==> src/rtl/bitty_pkg.sv <==
// Shared types and defaults for the bitty fetch/execute sequencer.
// State encoding plus default halt word and execute length.
package bitty_pkg;

    typedef enum logic [2:0] {
        ST_IDLE   = 3'd0,
        ST_FETCH  = 3'd1,
        ST_EXEC   = 3'd2,
        ST_NEXT   = 3'd3,
        ST_PAUSE  = 3'd4,
        ST_HALTED = 3'd5
    } state_t;

    localparam logic [15:0] HALT_INSTR_DEF  = 16'hFFFF;
    localparam int          EXEC_CYCLES_DEF = 3;

endpackage

==> src/rtl/bitty_exec_timer.sv <==
// Execute-phase timer: loadable down-counter that holds run high
// for EXEC_CYCLES cycles and flags the last one with done.
module bitty_exec_timer
    import bitty_pkg::*;
#(
    parameter int EXEC_CYCLES = EXEC_CYCLES_DEF
) (
    input  logic clk,
    input  logic reset,
    input  logic i_load,
    input  logic i_clear,
    output logic o_run,
    output logic o_done
);

    localparam logic [3:0] LOAD_VAL = 4'(EXEC_CYCLES - 1);

    logic [3:0] r_cnt;
    logic       r_run;

    // Count down from EXEC_CYCLES-1; run drops after the zero cycle.
    always_ff @(posedge clk) begin
        if (reset || i_clear) begin
            r_cnt <= 4'd0;
            r_run <= 1'b0;
        end else if (i_load) begin
            r_cnt <= LOAD_VAL;
            r_run <= 1'b1;
        end else if (r_run) begin
            if (r_cnt == 4'd0) begin
                r_run <= 1'b0;
            end else begin
                r_cnt <= r_cnt - 4'd1;
            end
        end
    end

    assign o_run  = r_run;
    assign o_done = r_run && (r_cnt == 4'd0);

endmodule

==> src/rtl/bitty_sequencer.sv <==
// Fetch/execute sequencer for the bitty core: fetches 16-bit words
// over req/valid, runs each for EXEC_CYCLES, supports step and halt.
module bitty_sequencer
    import bitty_pkg::*;
#(
    parameter int          PC_W        = 8,
    parameter int          EXEC_CYCLES = EXEC_CYCLES_DEF,
    parameter logic [15:0] HALT_INSTR  = HALT_INSTR_DEF
) (
    input  logic            clk,
    input  logic            reset,
    input  logic            i_start,
    input  logic [PC_W-1:0] i_start_pc,
    input  logic            i_step_mode,
    input  logic            i_step,
    input  logic            i_abort,
    output logic            o_mem_req,
    output logic [PC_W-1:0] o_mem_addr,
    input  logic [15:0]     i_mem_rdata,
    input  logic            i_mem_valid,
    output logic            o_core_run,
    output logic [15:0]     o_core_instr,
    output logic            o_core_reset,
    output logic [PC_W-1:0] o_pc,
    output logic            o_busy,
    output logic            o_halted,
    output logic [15:0]     o_instr_count
);

    state_t          r_state;
    state_t          w_next;
    logic [PC_W-1:0] r_pc;
    logic [15:0]     r_count;
    logic [15:0]     r_core_instr;
    logic            r_core_reset;

    logic w_start_ok;
    logic w_fetch_hit;
    logic w_is_halt;
    logic w_load;
    logic w_retire;
    logic w_run;
    logic w_done;

    // abort outranks every other event, so it gates each action here.
    assign w_start_ok  = i_start && !i_abort &&
                         (r_state == ST_IDLE || r_state == ST_HALTED);
    assign w_fetch_hit = (r_state == ST_FETCH) && i_mem_valid && !i_abort;
    assign w_is_halt   = (i_mem_rdata == HALT_INSTR);
    assign w_load      = w_fetch_hit && !w_is_halt;
    assign w_retire    = (r_state == ST_NEXT) && !i_abort;

    bitty_exec_timer #(
        .EXEC_CYCLES (EXEC_CYCLES)
    ) u_timer (
        .clk     (clk),
        .reset   (reset),
        .i_load  (w_load),
        .i_clear (i_abort),
        .o_run   (w_run),
        .o_done  (w_done)
    );

    // State register.
    always_ff @(posedge clk) begin
        if (reset) begin
            r_state <= ST_IDLE;
        end else begin
            r_state <= w_next;
        end
    end

    // Next-state selection.
    always_comb begin
        w_next = r_state;
        if (i_abort) begin
            w_next = ST_IDLE;
        end else begin
            case (r_state)
                ST_IDLE, ST_HALTED: begin
                    if (i_start) w_next = ST_FETCH;
                end
                ST_FETCH: begin
                    if (i_mem_valid) begin
                        w_next = w_is_halt ? ST_HALTED : ST_EXEC;
                    end
                end
                ST_EXEC: begin
                    if (w_done) w_next = ST_NEXT;
                end
                ST_NEXT: begin
                    w_next = i_step_mode ? ST_PAUSE : ST_FETCH;
                end
                ST_PAUSE: begin
                    if (i_step) w_next = ST_FETCH;
                end
                default: w_next = ST_IDLE;
            endcase
        end
    end

    // Status outputs decoded from the registered state.
    always_comb begin
        o_mem_req = 1'b0;
        o_busy    = 1'b0;
        o_halted  = 1'b0;
        case (r_state)
            ST_FETCH:  begin o_mem_req = 1'b1; o_busy = 1'b1; end
            ST_EXEC:   o_busy = 1'b1;
            ST_NEXT:   o_busy = 1'b1;
            ST_HALTED: o_halted = 1'b1;
            default:   o_busy = 1'b0;
        endcase
    end

    // PC, retire count, latched instruction and core reset pulse.
    always_ff @(posedge clk) begin
        if (reset) begin
            r_pc         <= '0;
            r_count      <= 16'd0;
            r_core_instr <= 16'd0;
            r_core_reset <= 1'b0;
        end else begin
            r_core_reset <= w_start_ok;
            if (w_start_ok) begin
                r_pc    <= i_start_pc;
                r_count <= 16'd0;
            end
            if (w_load) begin
                r_core_instr <= i_mem_rdata;
            end
            if (w_retire) begin
                r_pc <= r_pc + 1'b1;
                if (r_count != 16'hFFFF) begin
                    r_count <= r_count + 16'd1;
                end
            end
        end
    end

    assign o_mem_addr    = r_pc;
    assign o_pc          = r_pc;
    assign o_core_run    = w_run;
    assign o_core_instr  = r_core_instr;
    assign o_core_reset  = r_core_reset;
    assign o_instr_count = r_count;

endmodule

==> config.mk <==
export PLATFORM = sky130hd
export DESIGN_NAME = bitty_sequencer
export DESIGN_NICKNAME = d
export VERILOG_FILES = /design/src/rtl/bitty_pkg.sv /design/src/rtl/bitty_exec_timer.sv /design/src/rtl/bitty_sequencer.sv
export SDC_FILE = /design/constraint.sdc
export NUM_CORES = 1
export LEC_CHECK = 0
export BUFFER_PORTS_ARGS = -buffer_cell sky130_fd_sc_hd__buf_4
export CORE_AREA = 2 2 80 82
export CTS_CLUSTER_DIAMETER = 30
export DETAILED_ROUTE_END_ITERATION = 8
export DIE_AREA = 0 0 82 84
export PLACE_DENSITY = 0.76
export SLEW_MARGIN = 20
export SYNTH_ARGS = -nofsm -noshare
export SYNTH_HDL_FRONTEND = slang
export SYNTH_HIERARCHICAL = 1
export SYNTH_SLANG_ARGS = --single-unit
export TNS_END_PERCENT = 1
==> constraint.sdc <==
create_clock -name clk -period 2.9 [get_ports clk]
set_input_delay 0.145 -clock clk [delete_from_list [all_inputs] [get_ports clk]]
set_output_delay 0.145 -clock clk [all_outputs]
set_load 0.05 [all_outputs]
==> results.json <==
{
  "status": "finished clean",
  "drt_iter0_drc": 93,
  "dp_cells": 434,
  "worstPathMaxFanout": 8,
  "synth.distinct_cells": 64,
  "port_buffers": 83,
  "cts_hold_buf": 0,
  "dpl.hpwl_um": 4570,
  "relSlewSlack_pct": 48.3,
  "finalInstanceArea_um2": 3290,
  "synthesis.nets": 328,
  "place_area_um2": 3200,
  "required_ns": 3.08,
  "rrSetupSlack_ns": 0.82,
  "fmax_ghz": 0.482,
  "cts_made_buffers": 5,
  "grt_overflow": 0,
  "tritoncts": "yes",
  "yosysSeqAreaShare_pct": 37.7,
  "coreArea_um2": 6100,
  "reg2reg_from": "o_instr_count[2]",
  "grt_pass1_vias": 2164,
  "area_growth_pct": 26.4,
  "synthTopCellsByArea": "dfxtp_1 (38%), mux2i_1 (6.5%), nor2_1 (6.2%), buf_4 (2.9%), a21oi_1 (2.5%)",
  "finalCriticalPeriod_ns": 2.08,
  "cts_sinks": 49,
  "cts_max_level": 2,
  "worstSkewPairLatency_ns": 0.31,
  "leakagePower_nw": 1.34,
  "fin_worst_skew_ns": 0.00780,
  "synth_edf_count": 0,
  "min_path_type": "in2reg",
  "setup_ws_ns": 0.824,
  "antenna_found_initial": 0,
  "grt_start_max_net_pins": 58,
  "worstSetupStartpoint": "o_instr_count[2]",
  "synth_warnings": 6,
  "cts_resized": 0,
  "worst_pin_slew_ns": 0.771,
  "p_per_area_nw_per_um2": 404,
  "critPathArrivalTime_ns": 2.26,
  "dpl_worst_slack_ns": 0.870,
  "peakVddDrop_v": 0.000219,
  "hold_viol_final": 0,
  "synth_top_area_share_pct": 37.7,
  "n_antenna_cell": 0,
  "stdcell_count": 442,
  "async_flop_share_pct": 0,
  "clk_pin_slew_ns": 0.10,
  "rsz0062_at_grt": "false",
  "start_util_pct": 42.7,
  "final_common_cell": "buf_4",
  "syn-mean-instance-area_um2": 8.83,
  "clockBufferDepth": 2,
  "slew_violations": 0,
  "gp_congestion": 0.824,
  "crit_type": "reg2reg",
  "antenna_left": 0,
  "die_h_um": 84,
  "first_pass_iters": 5,
  "rows": 29,
  "final_cell_mix": "buf_4 (86), dfxtp_1 (49), nor2_1 (43)",
  "drc": 0,
  "setup_viol": 0,
  "netlist_area_um2": 2600,
  "grt_pass1_wl_um": 10500,
  "post-route-period-util_pct": 71.6,
  "n_fill_cell": 593,
  "ys.flop_type": "dfxtp_1",
  "r2r-end": "o_instr_count[15]",
  "tns_ns": 0,
  "die_w_um": 82,
  "ys_ff_latch": 49,
  "post_cts_buffers": 0,
  "reg2regPathDepth": 5,
  "boundaryPins": 84,
  "worstHoldStart": "i_start_pc[7]",
  "layout-drive-gt1-share_pct": 29.3,
  "totalWireLength_um": 6490,
  "die_area_um2": 6890,
  "hold_path_depth": 3,
  "vias": 2458,
  "wire_per_inst_um": 14.7,
  "synth_cells": 295,
  "grt_usage_pct": 19.1,
  "crit_path_end_kind": "flop",
  "startpoint_type": "flop",
  "viasPerCell": 5.56,
  "nets": 397,
  "hold_path_end": "o_mem_addr[7]",
  "root_buffer": "clkbuf_8",
  "drv_cap": 0,
  "synth_top_cell_by_area": "dfxtp_1"
}
stage by stage:
step / hold WS [ns] / power [mW] / utilization (%)
after CTS: 0.0675 / 1.34 / 54.0
after floorplan: 0.222 / 0.853 / -
final: 0.0730 / 1.33 / 54.0
after global routing: 0.0762 / 1.38 / 54.0
after detailed placement: 0.395 / 0.920 / 52.4
after global placement: 0.386 / 0.917 / 52.4
worst max path at each step:
stage / endpoint / slack, ns / cells past startpoint
after CTS: o_instr_count[15] / 0.86 / 5
final: o_instr_count[15] / 0.82 / 5
after detailed placement: u_timer/r_cnt[0] / 0.87 / 7
after global routing: o_instr_count[4] / 0.66 / 6
after floorplan: o_instr_count[4] / 0.74 / 6
after global placement: u_timer/r_cnt[0] / 0.88 / 7
where the power goes:
part	internal, mW	switching [mW]	leakage (nW)
clock network	0.176	0.249	0.0452
registers	0.684	0.0141	0.396
logic	0.0777	0.128	0.899
total	0.938	0.391	1.34
final cells by class:
class | instances | area, um^2 | share of cell area [%]
inverters | 6 | 22.5 | 0.684
clock inverters | 3 | 25.0 | 0.760
clock buffers | 5 | 68.8 | 2.09
well taps | 77 | 96.3 | 2.93
repair buffers | 86 | 646 | 19.6
flip-flops and latches | 49 | 981 | 29.8
multi-input cells | 216 | 1450 | 44.1
worst max-delay path, cell delays in order (launching register included):
cell,delay [ns]
dfxtp_1,0.47
nand3_2,0.24
nor4_1,0.69
nand3_1,0.15
a221oi_1,0.32
nor3_1,0.08
cell usage after synthesis, types with 5 or more instances:
master	n
a211oi_1	5
a21oi_1	13
buf_4	10
clkbuf_1	8
dfxtp_1	49
inv_1	6
mux2i_1	17
nand2_1	15
nand3_1	6
nand4_1	10
nor2_1	43
nor3_1	6
o21ai_0	6
o21ai_1	7
registers in the layout (all words and copies together) (netlist names):
name,flops
u_timer/o_run,1
u_timer/r_cnt,4
o_core_reset,1
o_instr_count,16
o_mem_addr,8
r_state,3
o_core_instr,16
cell families after synthesis:
kind of cell,share of synthesized area [%]
multiplexers,6.54
buffers and inverters,6.92
XOR/XNOR,1.01
AND/OR/NAND/NOR,30.1
AO/OA/AOI/OAI,16.8
adder cells (fa/ha/maj),0.961
flip-flops,37.7
routing by layer:
| layer | vias up | routed length (um) | global-route usage, % |
|---|---|---|---|
| li1 | 1232 | - | - |
| met5 | - | 0 | 0 |
| met2 | 52 | 3090 | 30.3 |
| met3 | 10 | 276 | 3.46 |
| met1 | 1164 | 3000 | 26.0 |
| met4 | 0 | 121 | 6.21 |
(Power assumes the default switching activity.)
